--- config.mk ---
export PLATFORM = sky130hd
export DESIGN_NAME = spi_peripheral
export DESIGN_NICKNAME = d
export VERILOG_FILES = /design/src/rtl/spi_peripheral.sv
export SDC_FILE = /design/constraint.sdc
export NUM_CORES = 1
export LEC_CHECK = 0
export ABC_CLOCK_PERIOD_IN_PS = 2300
export BUFFER_PORTS_ARGS = -buffer_cell sky130_fd_sc_hd__buf_2
export CELL_PAD_IN_SITES_DETAIL_PLACEMENT = 1
export CELL_PAD_IN_SITES_GLOBAL_PLACEMENT = 1
export CORE_MARGIN = 2
export CORE_UTILIZATION = 30
export CTS_CLUSTER_DIAMETER = 40
export DETAILED_ROUTE_END_ITERATION = 8
export GPL_TIMING_DRIVEN = 0
export PLACE_DENSITY = 0.64
export SETUP_SLACK_MARGIN = 0.15
export SLEW_MARGIN = 15
export SYNTH_ARGS = -nofsm -noshare
export SYNTH_HDL_FRONTEND = slang
export SYNTH_SLANG_ARGS = --single-unit
--- constraint.sdc ---
create_clock -name clk -period 2.3 [get_ports clk]
set_input_delay 0.115 -clock clk [delete_from_list [all_inputs] [get_ports clk]]
set_output_delay 0.115 -clock clk [all_outputs]
set_load 0.01 [all_outputs]
--- src/rtl/spi_peripheral.sv ---
// rtl/spi_peripheral.sv - SPI Mode 0 slave with byte-wide valid/ready tx and rx sides
//
// Purpose: an SPI slave clocked entirely by clk. The raw SPI pins are
// oversampled through SYNC_STAGES-flop synchronizers. Bytes are shifted
// MSB first and may run back to back within one select period. The tx side
// has a one-entry holding buffer.
//
// Parameter: SYNC_STAGES (2..3) sets the synchronizer depth.
// Optional feature: SPI_PERIPHERAL_OVERRUN_EN adds a sticky overrun flag.
//
// Ports:
//   clk, rst               system clock, synchronous active-high reset
//   SPI_CLK/EN/MOSI/MISO   SPI pins (EN active low)
//   tx_data/valid/ready    byte to return to the master
//   rx_data/valid/ready    last complete byte received
//   busy                   a frame is in progress
//   overrun, overrun_clr   sticky drop flag and its clear (macro only)
module spi_peripheral #(
  parameter int SYNC_STAGES = 2
) (
  input  logic       clk,
  input  logic       rst,
  input  logic       SPI_CLK,
  input  logic       SPI_EN,
  input  logic       SPI_MOSI,
  output logic       SPI_MISO,
  input  logic [7:0] tx_data,
  input  logic       tx_valid,
  output logic       tx_ready,
  output logic [7:0] rx_data,
  output logic       rx_valid,
  input  logic       rx_ready,
  output logic       busy
`ifdef SPI_PERIPHERAL_OVERRUN_EN
  ,
  output logic       overrun,
  input  logic       overrun_clr
`endif
);

  typedef enum logic {IDLE = 1'b0, ACTIVE = 1'b1} state_t;

  logic [SYNC_STAGES-1:0] sclk_sync_q, en_sync_q, mosi_sync_q;
  logic       sclk_prev_q, en_prev_q;
  logic [2:0] fill_q;
  state_t     state_q, state_d;
  logic [3:0] bit_cnt_q, bit_cnt_d;
  logic [7:0] rx_shift_q, rx_shift_d, tx_shift_q, tx_shift_d;
  logic [7:0] cur_q, cur_d, hold_q, hold_d, rx_data_q, rx_data_d;
  logic       cur_v_q, cur_v_d, hold_v_q, hold_v_d;
  logic       done_q, done_d, rx_valid_q, rx_valid_d;
`ifdef SPI_PERIPHERAL_OVERRUN_EN
  logic       overrun_q, overrun_d;
`endif

  logic sclk_s, en_s, mosi_s, filled;
  logic sclk_rise, sclk_fall, en_fall, en_rise;
  logic reload, restore;

  assign sclk_s = sclk_sync_q[SYNC_STAGES-1];
  assign en_s   = en_sync_q[SYNC_STAGES-1];
  assign mosi_s = mosi_sync_q[SYNC_STAGES-1];

  // After reset the synchronizers hold their reset values, not real pin
  // samples. Edges are ignored until the pipe and the previous-value flops
  // have been refilled. A select that was already low at reset therefore
  // never looks like a fresh falling edge.
  assign filled    = (fill_q == 3'(SYNC_STAGES + 1));
  assign sclk_rise = filled &  sclk_s & ~sclk_prev_q;
  assign sclk_fall = filled & ~sclk_s &  sclk_prev_q;
  assign en_fall   = filled & ~en_s   &  en_prev_q;
  assign en_rise   = filled &  en_s   & ~en_prev_q;

  // A byte taken from the buffer but not fully shifted out is handed back
  // on deselect. The buffer is blocked for that cycle so the two writes
  // never collide.
  assign restore  = (state_q == ACTIVE) && en_rise && (bit_cnt_q != 4'd8) &&
                    cur_v_q && !hold_v_q;
  assign tx_ready = ~hold_v_q & ~restore;
  assign SPI_MISO = (state_q == ACTIVE) & tx_shift_q[7];
  assign busy     = (state_q == ACTIVE);
  assign rx_data  = rx_data_q;
  assign rx_valid = rx_valid_q;
`ifdef SPI_PERIPHERAL_OVERRUN_EN
  assign overrun  = overrun_q;
`endif

  always_ff @(posedge clk) begin
    if (rst) begin
      sclk_sync_q <= '0;
      en_sync_q   <= '1;
      mosi_sync_q <= '0;
      sclk_prev_q <= 1'b0;
      en_prev_q   <= 1'b1;
      fill_q      <= 3'd0;
    end else begin
      sclk_sync_q <= {sclk_sync_q[SYNC_STAGES-2:0], SPI_CLK};
      en_sync_q   <= {en_sync_q[SYNC_STAGES-2:0], SPI_EN};
      mosi_sync_q <= {mosi_sync_q[SYNC_STAGES-2:0], SPI_MOSI};
      sclk_prev_q <= sclk_s;
      en_prev_q   <= en_s;
      if (!filled) fill_q <= fill_q + 3'd1;
    end
  end

  always_ff @(posedge clk) begin
    if (rst) begin
      state_q    <= IDLE;
      bit_cnt_q  <= 4'd0;
      rx_shift_q <= 8'h00;
      tx_shift_q <= 8'h00;
      cur_q      <= 8'h00;
      cur_v_q    <= 1'b0;
      hold_q     <= 8'h00;
      hold_v_q   <= 1'b0;
      done_q     <= 1'b0;
      rx_data_q  <= 8'h00;
      rx_valid_q <= 1'b0;
`ifdef SPI_PERIPHERAL_OVERRUN_EN
      overrun_q  <= 1'b0;
`endif
    end else begin
      state_q    <= state_d;
      bit_cnt_q  <= bit_cnt_d;
      rx_shift_q <= rx_shift_d;
      tx_shift_q <= tx_shift_d;
      cur_q      <= cur_d;
      cur_v_q    <= cur_v_d;
      hold_q     <= hold_d;
      hold_v_q   <= hold_v_d;
      done_q     <= done_d;
      rx_data_q  <= rx_data_d;
      rx_valid_q <= rx_valid_d;
`ifdef SPI_PERIPHERAL_OVERRUN_EN
      overrun_q  <= overrun_d;
`endif
    end
  end

  always_comb begin
    state_d    = state_q;
    bit_cnt_d  = bit_cnt_q;
    rx_shift_d = rx_shift_q;
    tx_shift_d = tx_shift_q;
    cur_d      = cur_q;
    cur_v_d    = cur_v_q;
    hold_d     = hold_q;
    hold_v_d   = hold_v_q;
    done_d     = 1'b0;
    rx_data_d  = rx_data_q;
    rx_valid_d = rx_valid_q;
`ifdef SPI_PERIPHERAL_OVERRUN_EN
    overrun_d  = overrun_q;
`endif
    reload     = 1'b0;

    case (state_q)
      IDLE: begin
        if (en_fall) begin
          state_d   = ACTIVE;
          reload    = 1'b1;
          bit_cnt_d = 4'd0;
        end
      end
      ACTIVE: begin
        if (en_rise) begin
          state_d = IDLE;
        end else if (sclk_rise && bit_cnt_q != 4'd8) begin
          rx_shift_d = {rx_shift_q[6:0], mosi_s};
          bit_cnt_d  = bit_cnt_q + 4'd1;
          done_d     = (bit_cnt_q == 4'd7);
        end else if (sclk_fall) begin
          if (bit_cnt_q == 4'd8) begin
            reload    = 1'b1;
            bit_cnt_d = 4'd0;
          end else begin
            tx_shift_d = {tx_shift_q[6:0], 1'b0};
          end
        end
      end
      default: state_d = IDLE;
    endcase

    if (reload) begin
      tx_shift_d = hold_v_q ? hold_q : 8'h00;
      cur_d      = hold_v_q ? hold_q : 8'h00;
      cur_v_d    = hold_v_q;
      hold_v_d   = 1'b0;
    end
    if (restore) begin
      hold_d   = cur_q;
      hold_v_d = 1'b1;
    end
    // tx_ready implies the buffer was empty, so a same-cycle reload took
    // 8'h00 and the new byte waits in the buffer for the next reload.
    if (tx_valid && tx_ready) begin
      hold_d   = tx_data;
      hold_v_d = 1'b1;
    end

    if (rx_valid_q && rx_ready) rx_valid_d = 1'b0;
`ifdef SPI_PERIPHERAL_OVERRUN_EN
    if (overrun_clr) overrun_d = 1'b0;
    if (done_q) begin
      if (rx_valid_q && !rx_ready) begin
        overrun_d = 1'b1;
      end else begin
        rx_data_d  = rx_shift_q;
        rx_valid_d = 1'b1;
      end
    end
`else
    if (done_q) begin
      rx_data_d  = rx_shift_q;
      rx_valid_d = 1'b1;
    end
`endif
  end

endmodule

==> impl_metrics.tcl <==
set metrics [dict create \
    die-width_um 96.4 \
    core_mm2 0.00826 \
    crit_type "register to primary output" \
    via_count 2143 \
    cts_tree "built" \
    seq_area_frac_synth_pct 46.9 \
    cts-root-buf "clkbuf_8" \
    drt_first_pass_iters 4 \
    synth.largest_area_cell "dfxtp_1" \
    synth-seq-cells 60 \
    crit_path_end_kind "primary output" \
    cp-start-kind "register" \
    cp.arrival_ps 1970 \
    avgSynthCellArea_um2 9.53 \
    fmax_ghz 0.480 \
    grt.overflow.total 0 \
    htree_levels 3 \
    fin_setup_tns_ps 0 \
    grt_max_degree 13 \
    multi_input_area_mm2 0.00125 \
    dp_slack_ps 5.00 \
    n_antenna_cell 0 \
    die_h_um 96.4 \
    synth_area_leaders "dfxtp_1 (47%), mux2i_1 (12%), nor2_1 (5.0%)" \
    fin_crit_sh_pct 90.5 \
    cts_inserted_buffers 9 \
    async_flop_share_pct 0 \
    totalPowerFinal_mw 2.47 \
    io_pins 27 \
    synth_cells 269 \
    fin_ws_ps 218 \
    crit_buf_inv 4 \
    slowest_delay_ps 350 \
    status "finished, final reports clean" \
    initial_core_util_pct 31.0 \
    timing.final.crit_period_ps 2080 \
    rows 33 \
    syn_nets 288 \
    relSlewSlack_pct 58.5 \
    wl_um 6800 \
    drt_iter0_drc 60 \
    gp_congestion 0.727 \
    skew_ps 6.58 \
    grt_pass1_wl_um 10900 \
    wl_per_cell_um 16.0 \
    slew_violations 0 \
    clk_pin_slew_ps 70 \
    crit_fanout 5 \
    ant_nets 0 \
    crit_chain "inv_1 -> ha_1 -> and3b_1 -> buf_6 -> nor4b_4 -> buf_6 -> nor2_1 -> buf_2" \
    gr-usage-all-layers_pct 15.8 \
    synth_flop_cell "dfxtp_1" \
    synth_cell_type_count 38 \
    dp.cells 399 \
    numPortBuffers 25 \
    nets 335 \
    leakage_nw 1.17 \
    cp.required_ps 2180 \
    drive_gt1_share_pct 23.7 \
    area_growth_pct 25.5 \
    grt_pass1_vias 2166 \
    tightest_slew_ps 622 \
    max-vdd-ir-drop_uv 338 \
    ctsLongestPathBuffers 2 \
    synthesis.area_mm2 0.00256 \
    drc 0 \
    rsz0062_at_grt "no" \
    cts.sinks 60 \
    p_per_area_mw_per_mm2 768 \
    ff_latch_area_mm2 0.00121 \
    routed_via_density 5.03 \
    synth.top_cell.area_share_pct 46.9 \
    slowest_stage "dfxtp_2" \
    ys_warn_count 0 \
    layoutNonFillerInstCount 426 \
    maxCapViolations 0 \
    hpwl_um 4450 \
    path_delay_family "simple AND/OR/NAND/NOR gates" \
    synth_edf_count 0 \
    clock_latency_ps 350 \
    setup_viol 0 \
    antenna_found_initial 0 \
    timing.critical_path.mode_cell "buf_6" \
    finalHoldViolCount 0 \
    n_fill_cell 955 \
    dieArea_mm2 0.00930 \
    hold_class "input port to register" \
]
final timing paths:
check | startpoint | end | slack [ps] | cells after the start
hold reg to reg | en_sync_q[0] | en_sync_q[1] | 410 | 1
setup / recovery | bit_cnt_q[0] | tx_ready | 220 | 8
hold / removal | rx_ready | rx_valid | 70 | 4
setup reg to reg | bit_cnt_q[0] | hold_q[2] | 270 | 9
placed cells by master (no fill, tap or decap), types with 12 or more instances in the layout:
cell type	instances
a21oi_1	12
buf_2	28
dfxtp_1	56
inv_1	15
mux2i_1	30
nand2b_1	12
nor2_1	34
o21ai_0	19
final cells by class:
type / count / share of cell area (%)
sequential: 60 / 37.5
multi-input combinational: 173 / 38.7
inverter: 16 / 1.87
timing repair buffer: 36 / 6.69
buffer: 20 / 3.46
tap: 105 / 4.08
clock inverter: 7 / 3.85
clock buffer: 9 / 3.85
metrics by stage:
step / util [%] / hold slack [ps] / instance area (um^2)
floorplan: - / 219 / 2560
global placement: 34.2 / 299 / 2820
detailed placement: 34.2 / 302 / 2820
CTS: 38.1 / 58.6 / 3140
global route: 39.0 / 85.6 / 3220
finish: 39.0 / 67.2 / 3220
sequential cells by signal, indices dropped and copies added, names as in the netlist, 2 cells and up:
register     count
tx_shift_q       8
rx_data          8
bit_cnt_q        4
en_sync_q        2
sclk_sync_q      2
cur_q            8
hold_q           8
mosi_sync_q      2
fill_q           3
rx_shift_q       8
cell usage after synthesis, types with 2 or more instances:
library cell / instances
mux2i_1: 30
o32ai_1: 2
nand4_1: 7
clkbuf_1: 11
inv_1: 15
a211oi_1: 3
nor2b_1: 9
ha_1: 4
o21ai_1: 3
and3b_1: 3
or2_2: 3
nand2b_1: 12
nor2_1: 34
dfxtp_1: 60
o21ai_0: 19
buf_2: 7
nand3_1: 2
a21oi_1: 12
a211o_1: 2
a221oi_1: 7
a311oi_1: 7
metal layers:
layer | GRT usage (%) | wire [um] | vias up | part of all wire (%)
met2 | 25.1 | 3240 | 42 | 48
met4 | 6.46 | 130 | 0 | 1.9
met3 | 5.04 | 270 | 13 | 4.0
met1 | 19.7 | 3160 | 1046 | 46
met5 | 0 | 0 | - | 0
li1 | - | - | 1042 | -
power breakdown:
group	switching, mW	internal, mW	total, mW
clock	0.452	0.726	1.18
sequential	0.0202	1.07	1.09
combinational	0.112	0.0850	0.197
total	0.585	1.89	2.47
tightest hold or removal path: cells and delay by family:
family / cells / cell delay, ps
AO/OA/AOI/OAI: 1 / 50
buffers and inverters: 2 / 130
AND/OR/NAND/NOR: 1 / 80
cell families after synthesis:
| logic type | count (synthesis) | share of synthesized area, % |
|---|---|---|
| DFF | 60 | 46.9 |
| and+or+nand+nor | 77 | 16.6 |
| buffers and inverters | 36 | 5.90 |
| AOI/OAI and AO/OA | 61 | 16.6 |
| xor gates and xnor gates | 1 | 0.342 |
| adders and majority gates | 4 | 1.95 |
| muxes | 30 | 11.7 |
what timing repair did:
item	in CTS	in global routing
endpoints found under the setup margin	27	27
pin swaps	1	2
buffers inserted	4	4
endpoints found under the hold margin	3	0
resized for setup	8	12
cloned	0	0
hold buffers	3	0
Power figures use the tool's default switching activity.
